File: src/rtl/dlx_ext_pkg.sv
// Shared definitions for the extended DLX datapath blocks.
package dlx_ext_pkg;

   localparam int unsigned DATA_W = 32;

   // Occupancy counters need one extra bit so that "full" (count == depth) is representable.
   function automatic int unsigned cnt_w(input int unsigned depth);
      return $clog2(depth) + 1;
   endfunction

endpackage

File: src/rtl/fifo_sync.sv
// Synchronous first-word-fall-through FIFO; dout reads as zero while empty.
module fifo_sync
   import dlx_ext_pkg::*;
#(
   parameter int unsigned WIDTH = DATA_W,
   parameter int unsigned DEPTH = 2
) (
   input  logic                      clk,
   input  logic                      rst,
   input  logic                      push,
   input  logic [WIDTH-1:0]          din,
   input  logic                      pop,
   output logic [WIDTH-1:0]          dout,
   output logic                      empty,
   output logic                      full,
   output logic [cnt_w(DEPTH)-1:0]   count
);

   localparam int unsigned PtrW = $clog2(DEPTH);
   localparam int unsigned CntW = cnt_w(DEPTH);

   logic [WIDTH-1:0] r_mem [DEPTH];
   logic [PtrW-1:0]  r_wr_ptr;
   logic [PtrW-1:0]  r_rd_ptr;
   logic [CntW-1:0]  r_count;

   logic w_push_en;
   logic w_pop_en;

   // A push into a full queue is dropped even if a pop happens the same cycle.
   assign w_push_en = push && !full;
   assign w_pop_en  = pop && !empty;

   always_ff @(posedge clk) begin
      if (rst) begin
         r_wr_ptr <= '0;
         r_rd_ptr <= '0;
         r_count  <= '0;
      end else begin
         if (w_push_en) r_wr_ptr <= r_wr_ptr + PtrW'(1);
         if (w_pop_en)  r_rd_ptr <= r_rd_ptr + PtrW'(1);
         case ({w_push_en, w_pop_en})
            2'b10:   r_count <= r_count + CntW'(1);
            2'b01:   r_count <= r_count - CntW'(1);
            default: r_count <= r_count;
         endcase
      end
   end

   always_ff @(posedge clk) begin
      if (w_push_en) r_mem[r_wr_ptr] <= din;
   end

   assign empty = (r_count == '0);
   assign full  = (r_count == CntW'(DEPTH));
   assign count = r_count;
   assign dout  = empty ? '0 : r_mem[r_rd_ptr];

endmodule

File: src/rtl/demux_32bit_buf.sv
// Buffered 1:2 demux: steers each input word by in_sel into one of two independent FIFOs.
module demux_32bit_buf
   import dlx_ext_pkg::*;
#(
   parameter int unsigned WIDTH = DATA_W,
   parameter int unsigned DEPTH = 2
) (
   input  logic                      clk,
   input  logic                      rst,
   input  logic [WIDTH-1:0]          in_data,
   input  logic                      in_sel,
   input  logic                      in_valid,
   output logic                      in_ready,
   output logic [WIDTH-1:0]          out0_data,
   output logic                      out0_valid,
   input  logic                      out0_ready,
   output logic [cnt_w(DEPTH)-1:0]   out0_count,
   output logic [WIDTH-1:0]          out1_data,
   output logic                      out1_valid,
   input  logic                      out1_ready,
   output logic [cnt_w(DEPTH)-1:0]   out1_count
);

   logic w_full0;
   logic w_full1;
   logic w_empty0;
   logic w_empty1;
   logic w_push0;
   logic w_push1;

   // Ready depends only on the select and registered occupancy, never on the consumer readies.
   assign in_ready = in_sel ? !w_full1 : !w_full0;
   assign w_push0  = in_valid && in_ready && !in_sel;
   assign w_push1  = in_valid && in_ready && in_sel;

   assign out0_valid = !w_empty0;
   assign out1_valid = !w_empty1;

   fifo_sync #(
      .WIDTH (WIDTH),
      .DEPTH (DEPTH)
   ) u_fifo0 (
      .clk   (clk),
      .rst   (rst),
      .push  (w_push0),
      .din   (in_data),
      .pop   (out0_ready),
      .dout  (out0_data),
      .empty (w_empty0),
      .full  (w_full0),
      .count (out0_count)
   );

   fifo_sync #(
      .WIDTH (WIDTH),
      .DEPTH (DEPTH)
   ) u_fifo1 (
      .clk   (clk),
      .rst   (rst),
      .push  (w_push1),
      .din   (in_data),
      .pop   (out1_ready),
      .dout  (out1_data),
      .empty (w_empty1),
      .full  (w_full1),
      .count (out1_count)
   );

endmodule

File: config.mk
export PLATFORM = sky130hd
export DESIGN_NAME = demux_32bit_buf
export DESIGN_NICKNAME = d
export VERILOG_FILES = /design/src/rtl/dlx_ext_pkg.sv /design/src/rtl/fifo_sync.sv /design/src/rtl/demux_32bit_buf.sv
export SDC_FILE = /design/constraint.sdc
export NUM_CORES = 1
export LEC_CHECK = 0
export BUFFER_PORTS_ARGS = -buffer_cell sky130_fd_sc_hd__buf_4
export CAP_MARGIN = 20
export CORE_ASPECT_RATIO = 1.5
export CORE_MARGIN = 3
export CORE_UTILIZATION = 49
export CTS_CLUSTER_DIAMETER = 40
export CTS_CLUSTER_SIZE = 12
export DETAILED_ROUTE_END_ITERATION = 10
export PLACE_DENSITY = 0.8
export REMOVE_ABC_BUFFERS = 1
export SLEW_MARGIN = 0
export SYNTH_ARGS = -nofsm -noshare
export SYNTH_HDL_FRONTEND = slang
export SYNTH_SLANG_ARGS = --single-unit
File: constraint.sdc
create_clock -name clk -period 9.3 [get_ports clk]
set_input_delay 2.79 -clock clk [delete_from_list [all_inputs] [get_ports clk]]
set_output_delay 2.79 -clock clk [all_outputs]
set_load 0.01 [all_outputs]
Yosys cells after proc, flatten, opt, wreduce, memory -nomap -nowiden
Memory sizes are Yosys's and may differ from the RTL's. A register that Yosys moved wholly into a read port is not among the register bits. Cells that the tools add are included.

Register bits: 8. Bits in writable memories: 128. Bits of input ports: 38. Output and inout port bits: 71. Logic and storage cells: 51. Memories: 2.

Memories: u_fifo0.r_mem (words 2, width 32, rd ports 1, clocked after Yosys merged registers in 1, write ports 1, RTL line fifo_sync.sv:22) `logic [WIDTH-1:0] r_mem [DEPTH];`; u_fifo1.r_mem (words 2, width 32, rd ports 1, clocked after Yosys merged registers in 1, write ports 1, RTL line fifo_sync.sv:22).

Add/sub/neg operators: 8. Equal/unequal tests: 6. Mux-type cells: 13. Reduce and logical (&&, ||, !) cells: 16.

Operator list (count): 32-bit 2-to-1 mux (2); 1-bit 2-to-1 mux (9); 2-bit equality test, second input constant (4); 2-bit case mux with 2 select lines (2); 1-bit logical AND (7); 1-bit logical NOT (5); 1-bit adder, second input constant (4); 2-bit by 1-bit adder with 2-bit output, second input constant (2); 2-bit by 1-bit equality test with 1-bit output, second input constant (2); 2-bit logical NOT (2); 2-bit nonzero test (2); 2-bit by 1-bit subtractor with 2-bit output, second input constant (2).

Depth between registers and ports, before layout
Gate-level depths: netlist of run 1.

Depth in word-level cells: 8. Mapped depth: 6. Mapped depth without buffers: 6.

Cells and area by module
From an unflattened synthesis of run 1, not the netlist that was laid out.

Cells, all modules: 329. Area total of the unflattened synthesis: 5276.3 sq um.

By module, submodules not included: fifo_sync (times used 2, cells an instance 162, area each 2621.3 sq um, seq. area each 2021.9 sq um); demux_32bit_buf (times used 1, cells an instance 5, area each 33.8 sq um, seq. area each 0.0 sq um).

Least setup slack after synthesis of run 1
OpenSTA, ideal clock, no wires.

Path type: input -> output. From: in in_sel. To: out in_ready. Data arrival time: 3018 ps. Required time: 6510 ps. Path slack: 3492 ps. Stages on the path: 2. Path buffers: 0. Cells stage by stage: nor2_1 > a21oi_1.

Cells in the longest elaborated chain, start to end: 1.

RTL lines: start, declared (RTL line demux_32bit_buf.sv:11) `input logic in_sel,`; 1-bit 2-to-1 mux (RTL line demux_32bit_buf.sv:32) `assign in_ready = in_sel ? !w_full1 : !w_full0;`; end, declared (RTL line demux_32bit_buf.sv:13) `output logic in_ready,`.

No other way between the ends.

Final worst setup path of run 1
Same ends and word-level chain as after synthesis.

==> results of run 1 <==
==> state kept, by name (all words and copies together) (netlist names), named ones only <==
register          count
u_fifo0.r_mem        64
u_fifo1.r_wr_ptr      1
u_fifo0.r_rd_ptr      1
u_fifo1.r_rd_ptr      1
u_fifo1.r_mem        64
u_fifo0.r_wr_ptr      1
u_fifo0.count         2
u_fifo1.count         2
==> per-layer routing <==
layer	track usage (%)	part of all wire, %
met5	0	0
met4	8.86	1.3
met3	5.12	4.5
met2	33.2	55
met1	20.2	39
==> worst min-delay path, stage by stage, from the launching register on <==
cell                      delay (ns)
sky130_fd_sc_hd__dfxtp_1        0.32
sky130_fd_sc_hd__xor2_1         0.08
sky130_fd_sc_hd__nor2_1         0.07
==> cells by family (layout without fill, tap and decap cells) <==
kind of cell    count (synthesis)  in the layout
mux                            64             64
simple gates                   86             86
xor+xnor                        6              6
compound gates                 11             11
flops                         138            138
buf+inv                        23            152
fa+ha+maj                       2              2
==> worst paths after layout <==
check,end,startpoint,slack [ns]
max,in_ready,in_sel,3.32
min,register,u_fifo1.r_rd_ptr$_SDFFE_PP0P_,0.50
max reg2reg,u_fifo0.r_mem[0][8]$_DFFE_PP_,u_fifo0.count[0]$_SDFFE_PP0P_,7.07
min reg2reg,register,u_fifo1.r_rd_ptr$_SDFFE_PP0P_,0.50
==> power by group <==
part / switching, mW / internal, mW / leakage, nW / total [mW]
Combinational: 0.291 / 0.274 / 0.990 / 0.565
Sequential: 0.0788 / 0.733 / 1.26 / 0.812
Clock: 0.227 / 0.440 / 0.294 / 0.667
Total: 0.597 / 1.45 / 2.54 / 2.04
==> layout by cell type, fill, tap and decap left out <==
| master | synthesis | routed |
|---|---|---|
| sky130_fd_sc_hd__edfxtp_1 | 128 | 128 |
| sky130_fd_sc_hd__buf_4 | 0 | 111 |
| sky130_fd_sc_hd__nor2_1 | 75 | 71 |
| sky130_fd_sc_hd__mux2i_1 | 64 | 64 |
| sky130_fd_sc_hd__clkbuf_16 | 0 | 17 |
| sky130_fd_sc_hd__inv_1 | 8 | 8 |
| sky130_fd_sc_hd__dfxtp_1 | 10 | 8 |
| sky130_fd_sc_hd__o21ai_0 | 6 | 6 |
| sky130_fd_sc_hd__a21oi_1 | 5 | 5 |
| sky130_fd_sc_hd__or3_1 | 4 | 4 |
| sky130_fd_sc_hd__xor2_1 | 4 | 4 |
| sky130_fd_sc_hd__clkinv_2 | 0 | 4 |
| sky130_fd_sc_hd__nand2b_1 | 3 | 3 |
| sky130_fd_sc_hd__nor2_4 | 0 | 3 |
| sky130_fd_sc_hd__clkbuf_8 | 0 | 3 |
| sky130_fd_sc_hd__bufinv_16 | 0 | 3 |
| sky130_fd_sc_hd__clkbuf_1 | 2 | 3 |
| sky130_fd_sc_hd__nor2b_1 | 2 | 2 |
| sky130_fd_sc_hd__xnor2_1 | 2 | 2 |
| sky130_fd_sc_hd__ha_1 | 2 | 2 |
| sky130_fd_sc_hd__dfxtp_2 | 0 | 2 |
| sky130_fd_sc_hd__nand2_1 | 1 | 1 |
| sky130_fd_sc_hd__or2_2 | 1 | 1 |
| sky130_fd_sc_hd__nor2_2 | 0 | 1 |
| sky130_fd_sc_hd__clkinvlp_4 | 0 | 1 |
| sky130_fd_sc_hd__clkinv_1 | 0 | 1 |
| sky130_fd_sc_hd__buf_16 | 0 | 1 |
==> metrics by stage <==
stage          cells  utilization, %  setup WS, ns  hold WS, ns
2_1_floorplan    315               -          3.49        0.456
3_3_place_gp     567            60.5          3.31        0.474
3_5_place_dp     567            60.5          3.32        0.488
4_1_cts          599            66.3          3.31        0.503
5_1_grt          600            66.6          3.24        0.538
6_report         600            66.6          3.32        0.504
==> cell type report <==
class / count / area, um^2
flip-flops and latches: 138 / 4050
fillers: 713 / 3440
multi-input cells: 169 / 1150
repair buffers: 112 / 861
clock buffers: 23 / 478
well taps: 141 / 176
clock inverters: 9 / 121
inverters: 8 / 30.0
==> impl_results.html, run 1 <==
<table>
<tr><th>Metric</th><th>Value</th></tr>
<tr><th colspan="2">Power</th></tr>
<tr><td>Total power per unit cell area</td><td>298 nW/um^2</td></tr>
<tr><td>Static Leakage</td><td>2.54 nW</td></tr>
<tr><td>Design Power</td><td>2.04 mW</td></tr>
<tr><td>Peak supply drop</td><td>242 uV</td></tr>
<tr><th colspan="2">GRT</th></tr>
<tr><td>Wire length of the first global-routing pass</td><td>16.8 mm</td></tr>
<tr><td>Total global routing track utilization</td><td>18.6%</td></tr>
<tr><td>Largest net degree at the start of global routing</td><td>34</td></tr>
<tr><td>Gr ovfl total</td><td>0</td></tr>
<tr><td>Initial antenna violation count</td><td>0</td></tr>
<tr><td>Vias in the first global route</td><td>3,269</td></tr>
<tr><th colspan="2">Timing</th></tr>
<tr><td>Worst clock skew on the final layout</td><td>0.00900 ns</td></tr>
<tr><td>Fin crit share</td><td>64.3%</td></tr>
<tr><td>Relative max-transition margin</td><td>26.4%</td></tr>
<tr><td>Slew Viols, Final</td><td>0</td></tr>
<tr><td>Setup_tns</td><td>0 ns</td></tr>
<tr><td>Achievable frequency</td><td>0.167 GHz</td></tr>
<tr><td>Worst Tran Pin Value</td><td>1.10 ns</td></tr>
<tr><td>Final hold violations</td><td>0</td></tr>
<tr><td>Min Tclk post-route</td><td>5.98 ns</td></tr>
<tr><td>Final setup viols</td><td>0</td></tr>
<tr><td>Setup repair after global routing missed its margin</td><td>no</td></tr>
<tr><th colspan="2">Synthesis</th></tr>
<tr><td>Mean post-synth cell area</td><td>16.0 um^2</td></tr>
<tr><td>Gate count after technology mapping</td><td>330</td></tr>
<tr><td>Compound-Gate Fraction of Synth Area</td><td>1.05%</td></tr>
<tr><td>Yosys Warn Count</td><td>0</td></tr>
<tr><td>Mux cell area share after synthesis</td><td>12.2%</td></tr>
<tr><td>Area contributors post-synth</td><td>sky130_fd_sc_hd__edfxtp_1 (73%), sky130_fd_sc_hd__mux2i_1 (12%), sky130_fd_sc_hd__nor2_1 (5.3%), sky130_fd_sc_hd__dfxtp_1 (3.8%), sky130_fd_sc_hd__buf_2 (1.2%)</td></tr>
<tr><td>Most numerous cell in the Yosys netlist</td><td>sky130_fd_sc_hd__edfxtp_1</td></tr>
<tr><td>Number of enable flip-flop cells after synthesis</td><td>128</td></tr>
<tr><td>Largest family of logic cells by synthesized area</td><td>multiplexers</td></tr>
<tr><td>Sequential cell area fraction in the yosys report</td><td>76.8%</td></tr>
<tr><td>Seq cells post-synth</td><td>138</td></tr>
<tr><td>Synth top cells by count</td><td>sky130_fd_sc_hd__edfxtp_1 (128), sky130_fd_sc_hd__nor2_1 (75), sky130_fd_sc_hd__mux2i_1 (64)</td></tr>
<tr><td>Synth area leader</td><td>sky130_fd_sc_hd__edfxtp_1</td></tr>
<tr><td>Top_reg_cell synth</td><td>sky130_fd_sc_hd__edfxtp_1</td></tr>
<tr><td>Post-synthesis share of cell area spent on full adders, half adders and majority gates</td><td>0.475%</td></tr>
<tr><td>Fraction of post-synthesis cell area in the top cell type by area</td><td>73.0%</td></tr>
<tr><td>Xor/xnor share of the synthesized area</td><td>0.998%</td></tr>
<tr><td>Post-synthesis async set-or-reset flop share</td><td>0%</td></tr>
<tr><td>Yosys cell types</td><td>17</td></tr>
<tr><td>Post-Synth Simple-Gate Area</td><td>6.60%</td></tr>
<tr><td>Post-Syn Area</td><td>5270 um^2</td></tr>
<tr><th colspan="2">Worst setup path</th></tr>
<tr><td>CP Class</td><td>input pin to output port</td></tr>
<tr><td>Arrival @ worst endpoint</td><td>3.19 ns</td></tr>
<tr><td>Critical Path Start Type</td><td>input pin</td></tr>
<tr><td>Worst Setup End Kind</td><td>output port</td></tr>
<tr><td>Sequence of cells on the critical path</td><td>buf_4 -&gt; nor2_1 -&gt; a21oi_1 -&gt; buf_4</td></tr>
<tr><td>Cell family with most CP delay</td><td>buffers and inverters</td></tr>
<tr><td>CP max-delay cell</td><td>sky130_fd_sc_hd__buf_4</td></tr>
<tr><td>Crit Path Max Fanout</td><td>4</td></tr>
<tr><td>Required time at the worst-slack endpoint</td><td>6.51 ns</td></tr>
<tr><td>Critical Path Most Common Cell</td><td>sky130_fd_sc_hd__buf_4</td></tr>
<tr><td>Cell count along the critical path</td><td>4</td></tr>
<tr><td>Longest individual stage delay on the worst path</td><td>0.14 ns</td></tr>
<tr><td>Crit path buf inv count</td><td>2</td></tr>
<tr><td>Worst Reg2Reg Path Length in Cells</td><td>4</td></tr>
<tr><th colspan="2">Floorplanning</th></tr>
<tr><td>Number of top-level pins</td><td>109</td></tr>
<tr><td>Placeable core region</td><td>10,300 um^2</td></tr>
<tr><td>Die area</td><td>12,100 um^2</td></tr>
<tr><td>Starting Density</td><td>51.1%</td></tr>
<tr><td>Die height</td><td>133 um</td></tr>
<tr><td>Std-Cell Rows</td><td>45</td></tr>
<tr><td>Width of the die</td><td>90.7 um</td></tr>
<tr><th colspan="2">Final layout</th></tr>
<tr><td>Area of all placed cells without fillers</td><td>6860 um^2</td></tr>
<tr><td>Proportion of layout cells with a drive suffix above 1</td><td>32.0%</td></tr>
<tr><td>Antenna fix cells</td><td>0</td></tr>
<tr><td>Relative area change from synthesis to final layout</td><td>30.2%</td></tr>
<tr><td>Layout Nets</td><td>486</td></tr>
<tr><th colspan="2">Clock network</th></tr>
<tr><td>Clock slew at the register clock pins of the worst setup and hold paths</td><td>0.05 ns</td></tr>
<tr><td>CTS tree</td><td>built</td></tr>
<tr><td>Resized Gates After CTS</td><td>0</td></tr>
<tr><td>CTS hold repair buffers</td><td>0</td></tr>
<tr><td>TritonCTS Sinks</td><td>138</td></tr>
<tr><td>Maximum level of the CTS H-tree</td><td>4</td></tr>
<tr><td>Post-CTS repair timing setup buffer count</td><td>0</td></tr>
<tr><td>Clock buffers created by TritonCTS</td><td>17</td></tr>
<tr><td>Cell chosen for the clock root</td><td>sky130_fd_sc_hd__clkbuf_16</td></tr>
<tr><td>Clk Latency, worst-skew pair</td><td>0.40 ns</td></tr>
<tr><td>Clock Tree Buf Depth</td><td>2</td></tr>
<tr><th colspan="2">Detailed routing</th></tr>
<tr><td>Post-route ant nets</td><td>0</td></tr>
<tr><td>Vias per std cell</td><td>5.08</td></tr>
<tr><td>TritonRoute pass-1 iters</td><td>4</td></tr>
<tr><td>DRC violation count after routing</td><td>0</td></tr>
<tr><td>Total number of vias</td><td>3,045</td></tr>
<tr><td>Routed wirelength normalized by instance count</td><td>17.8 um</td></tr>
<tr><td>Sum of routed wire length over all layers</td><td>10.7 mm</td></tr>
<tr><td>Number of DRC markers after the initial detailed-route iteration</td><td>174</td></tr>
<tr><th colspan="2">Placement</th></tr>
<tr><td>Count of buffers inserted at the top-level ports</td><td>108</td></tr>
<tr><td>Post-detail-place hpwl</td><td>6.60 mm</td></tr>
<tr><td>Placer's final routability congestion estimate</td><td>0.736</td></tr>
<tr><td>Total cell area at the placement stage</td><td>6230 um^2</td></tr>
<tr><th colspan="2">Hold path</th></tr>
<tr><td>Min-delay worst type</td><td>register to register</td></tr>
<tr><td>Min-Delay Path Depth</td><td>2</td></tr>
<tr><th colspan="2">Run status</th></tr>
<tr><td>Status</td><td>completed</td></tr>
<tr><th colspan="2">Job</th></tr>
<tr><td>Number of maximum-capacitance constraint violations</td><td>0</td></tr>
</table>
Power figures use the tool's default switching activity.
==> run 2: changes to the inputs <==
--- a/config.mk
+++ b/config.mk
@@ -13,7 +13,7 @@
 export CTS_CLUSTER_DIAMETER = 40
 export CTS_CLUSTER_SIZE = 12
 export DETAILED_ROUTE_END_ITERATION = 10
-export PLACE_DENSITY = 0.8
+export PLACE_DENSITY = 0.82
 export REMOVE_ABC_BUFFERS = 1
 export SLEW_MARGIN = 0
 export SYNTH_ARGS = -nofsm -noshare
==> constraint.sdc (replaced) <==
create_clock -name clk -period 5 [get_ports clk]
set_input_delay 1.5 -clock clk [delete_from_list [all_inputs] [get_ports clk]]
set_output_delay 1.5 -clock clk [all_outputs]
set_load 0.01 [all_outputs]
==> run 2 against run 1 <==
Effect of this change: cell count down 0.33%; die area unchanged; routed wire length down 4.7%; sequential share of layout area up 0.74 points; worst hold slack worse by 0.0089 ns; via count down 0.66%; utilization down 0.83 points; count of clock-buffer cells in the layout down 2; first-iteration DRC count down 9.2%; combinational power up 82%; critical path depth down 1; clock power up 68%; critical endpoint is now out1_data[31]; largest cell class unchanged.
==> impl_results.html, run 2 (synthesis gave the netlist of run 1 again) <==
<table>
<tr><th>Metric</th><th>Value</th></tr>
<tr><th colspan="2">Worst setup path</th></tr>
<tr><td>Arrival @ worst endpoint</td><td>2.07 ns (was 3.19 ns)</td></tr>
<tr><td>Worst Reg2Reg Path Length in Cells</td><td>3 (was 4)</td></tr>
<tr><td>Worst Setup End Kind</td><td>output port (unchanged)</td></tr>
<tr><td>Critical Path Start Type</td><td>register (was input pin)</td></tr>
<tr><td>Crit Path Max Fanout</td><td>32 (was 4)</td></tr>
<tr><td>Reg-to-reg critical path startpoint</td><td>u_fifo1.count[0]$_SDFFE_PP0P_ (was u_fifo0.count[0]$_SDFFE_PP0P_)</td></tr>
<tr><td>CP Class</td><td>register to output port (was input pin to output port)</td></tr>
<tr><td>Required time at the worst-slack endpoint</td><td>3.50 ns (was 6.51 ns)</td></tr>
<tr><td>Reg-to-Reg End</td><td>u_fifo1.r_mem[1][18]$_DFFE_PP_ (was u_fifo0.r_mem[0][8]$_DFFE_PP_)</td></tr>
<tr><td>R2R Setup Slk</td><td>2.88 ns (was 7.07 ns)</td></tr>
<tr><th colspan="2">Timing</th></tr>
<tr><td>Slew Viols, Final</td><td>0 (unchanged)</td></tr>
<tr><td>Fin crit share</td><td>71.5%</td></tr>
<tr><td>Setup_tns</td><td>0 ns (unchanged)</td></tr>
<tr><td>Setup repair after global routing missed its margin</td><td>no (unchanged)</td></tr>
<tr><td>Hold slack final</td><td>0.495 ns (was 0.504 ns)</td></tr>
<tr><td>Final hold violations</td><td>0 (unchanged)</td></tr>
<tr><td>Achievable frequency</td><td>0.280 GHz</td></tr>
<tr><td>Min Tclk post-route</td><td>3.57 ns</td></tr>
<tr><td>Worst clock skew on the final layout</td><td>0.0110 ns (was 0.00900 ns)</td></tr>
<tr><td>Final setup viols</td><td>0 (unchanged)</td></tr>
<tr><td>Relative max-transition margin</td><td>26.6% (was 26.4%)</td></tr>
<tr><td>Worst Tran Pin Value</td><td>1.10 ns (about the same)</td></tr>
<tr><th colspan="2">Final layout</th></tr>
<tr><td>Proportion of layout cells with a drive suffix above 1</td><td>31.1% (was 32.0%)</td></tr>
<tr><td>Antenna fix cells</td><td>0 (unchanged)</td></tr>
<tr><td>Commonest non-fill, non-tap cell in the layout</td><td>sky130_fd_sc_hd__edfxtp_1 (unchanged)</td></tr>
<tr><td>Relative area change from synthesis to final layout</td><td>28.6% (was 30.2%)</td></tr>
<tr><td>Core occupancy in the finished layout</td><td>65.7% (was 66.6%)</td></tr>
<tr><td>Commonest cells after routing, fill and taps aside</td><td>sky130_fd_sc_hd__edfxtp_1 (128), sky130_fd_sc_hd__buf_4 (110), sky130_fd_sc_hd__nor2_1 (71) (was sky130_fd_sc_hd__edfxtp_1 (128), sky130_fd_sc_hd__buf_4 (111), sky130_fd_sc_hd__nor2_1 (71))</td></tr>
<tr><td>Largest registers in the final layout</td><td>u_fifo0.r_mem x64, u_fifo1.r_mem x64 (unchanged)</td></tr>
<tr><td>Layout Nets</td><td>484 (was 486)</td></tr>
<tr><th colspan="2">Power</th></tr>
<tr><td>Total power per unit cell area</td><td>541 nW/um^2 (was 298 nW/um^2)</td></tr>
<tr><td>Peak supply drop</td><td>499 uV (was 242 uV)</td></tr>
<tr><td>Design Power</td><td>3.67 mW (was 2.04 mW)</td></tr>
<tr><td>Static Leakage</td><td>2.50 nW (was 2.54 nW)</td></tr>
<tr><th colspan="2">Clock network</th></tr>
<tr><td>Clock slew at the register clock pins of the worst setup and hold paths</td><td>0.05 ns (about the same)</td></tr>
<tr><td>Clock buffers created by TritonCTS</td><td>17 (unchanged)</td></tr>
<tr><td>TritonCTS Sinks</td><td>138 (unchanged)</td></tr>
<tr><td>Clock Tree Buf Depth</td><td>2 (unchanged)</td></tr>
<tr><td>CTS tree</td><td>built (unchanged)</td></tr>
<tr><td>CTS hold repair buffers</td><td>0 (unchanged)</td></tr>
<tr><td>Maximum level of the CTS H-tree</td><td>4 (unchanged)</td></tr>
<tr><td>Clk Latency, worst-skew pair</td><td>0.41 ns (was 0.40 ns)</td></tr>
<tr><td>Cell chosen for the clock root</td><td>sky130_fd_sc_hd__clkbuf_16 (unchanged)</td></tr>
<tr><td>Resized Gates After CTS</td><td>0 (unchanged)</td></tr>
<tr><td>Post-CTS repair timing setup buffer count</td><td>0 (unchanged)</td></tr>
<tr><th colspan="2">Hold path</th></tr>
<tr><td>Min-delay worst type</td><td>register to register (unchanged)</td></tr>
<tr><td>Worst min-delay path endpoint</td><td>u_fifo1.r_wr_ptr$_SDFFE_PP0N_</td></tr>
<tr><td>Startpoint of the worst hold path</td><td>u_fifo1.r_wr_ptr$_SDFFE_PP0N_ (was u_fifo1.r_rd_ptr$_SDFFE_PP0P_)</td></tr>
<tr><td>Min-Delay Path Depth</td><td>2 (unchanged)</td></tr>
<tr><th colspan="2">GRT</th></tr>
<tr><td>Vias in the first global route</td><td>3,196 (was 3,269)</td></tr>
<tr><td>Initial antenna violation count</td><td>0 (unchanged)</td></tr>
<tr><td>Largest net degree at the start of global routing</td><td>34 (unchanged)</td></tr>
<tr><td>Gr ovfl total</td><td>0 (unchanged)</td></tr>
<tr><td>Total global routing track utilization</td><td>17.6% (was 18.6%)</td></tr>
<tr><td>Wire length of the first global-routing pass</td><td>15.8 mm (was 16.8 mm)</td></tr>
<tr><th colspan="2">Placement</th></tr>
<tr><td>Placer's final routability congestion estimate</td><td>0.773 (was 0.736)</td></tr>
<tr><td>Post-detail-place hpwl</td><td>6.20 mm (was 6.60 mm)</td></tr>
<tr><td>Count of buffers inserted at the top-level ports</td><td>108 (unchanged)</td></tr>
<tr><th colspan="2">Detailed routing</th></tr>
<tr><td>Vias per std cell</td><td>5.06 (was 5.08)</td></tr>
<tr><td>Met1 routed wirelength after detailed routing</td><td>3.46 mm (was 4.15 mm)</td></tr>
<tr><td>Sum of routed wire length over all layers</td><td>10.2 mm (was 10.7 mm)</td></tr>
<tr><td>DRC violation count after routing</td><td>0 (unchanged)</td></tr>
<tr><td>Routed wirelength normalized by instance count</td><td>17.1 um (was 17.8 um)</td></tr>
<tr><td>Sum of met3 wire segment lengths after detailed routing</td><td>768 um (was 479 um)</td></tr>
<tr><td>Highest metal layer used by the detailed router</td><td>met4 (unchanged)</td></tr>
<tr><td>Number of DRC markers after the initial detailed-route iteration</td><td>158 (was 174)</td></tr>
<tr><td>Post-route ant nets</td><td>0 (unchanged)</td></tr>
<tr><td>DR WL met2</td><td>5.68 mm (was 5.93 mm)</td></tr>
<tr><td>TritonRoute pass-1 iters</td><td>4 (unchanged)</td></tr>
<tr><td>Total number of vias</td><td>3,025 (was 3,045)</td></tr>
<tr><th colspan="2">Floorplanning</th></tr>
<tr><td>Die height</td><td>133 um (unchanged)</td></tr>
<tr><td>Die area</td><td>12,100 um^2 (unchanged)</td></tr>
<tr><td>Std-Cell Rows</td><td>45 (unchanged)</td></tr>
<tr><td>Placeable core region</td><td>10,300 um^2 (unchanged)</td></tr>
<tr><td>Width of the die</td><td>90.7 um (unchanged)</td></tr>
<tr><td>Starting Density</td><td>51.1% (unchanged)</td></tr>
<tr><td>Number of top-level pins</td><td>109 (unchanged)</td></tr>
<tr><th colspan="2">Run status</th></tr>
<tr><td>Status</td><td>completed (unchanged)</td></tr>
<tr><th colspan="2">Job</th></tr>
<tr><td>Number of maximum-capacitance constraint violations</td><td>0 (unchanged)</td></tr>
</table>
## run 2: cell types whose count changed in the layout (fill, tap and decap cells not counted), sizes merged
cell and change:
bufinv -1, clkinv +3, clkbuf -2, buf -2
## run 2: power by group
part           leakage [nW]  switching, mW  internal (mW)  total [mW]
logic                 0.976          0.527          0.503        1.03
clock network         0.267          0.403          0.721        1.12
registers              1.26          0.147           1.36        1.51
total                  2.50           1.08           2.59        3.67
## run 2: cell type report
type,count,area [um^2]
timing repair buffer,110,826
fill,724,3530
clock buffer,21,440
sequential,138,4050
tap,141,176
clock inverter,11,104
multi-input combinational,169,1150
inverter,8,30.0
## run 2: per-stage QoR
step	std cells	instance area, um^2	setup slack (ns)
6_report	598	6770	1.43
5_1_grt	598	6770	1.31
4_1_cts	598	6770	1.40
3_5_place_dp	566	6230	1.60
3_3_place_gp	566	6230	1.59
2_1_floorplan	315	5190	1.38
## run 2: metal layers
metal	track usage, %	up-vias
li1	-	1421
met1	17.4	1466
met2	31.3	115
met3	6.77	23
met4	9.71	0
met5	0	-
## run 2: critical path, stage by stage (launching register included)
cell                      delay (ns)
sky130_fd_sc_hd__dfxtp_2        1.05
sky130_fd_sc_hd__mux2i_1        0.34
sky130_fd_sc_hd__nor2_1         0.08
sky130_fd_sc_hd__buf_4          0.18
## run 2: worst max path at each step
stage | startpoint | endpoint | slack [ns]
finish | register | out1_data[31] | 1.43
floorplan | in_valid | u_fifo1.r_mem[1][0]$_DFFE_PP_ | 1.38
CTS | register | out1_data[31] | 1.40
global route | register | out1_data[6] | 1.31
detailed placement | in_sel | in_ready | 1.60
global placement | in_sel | in_ready | 1.59
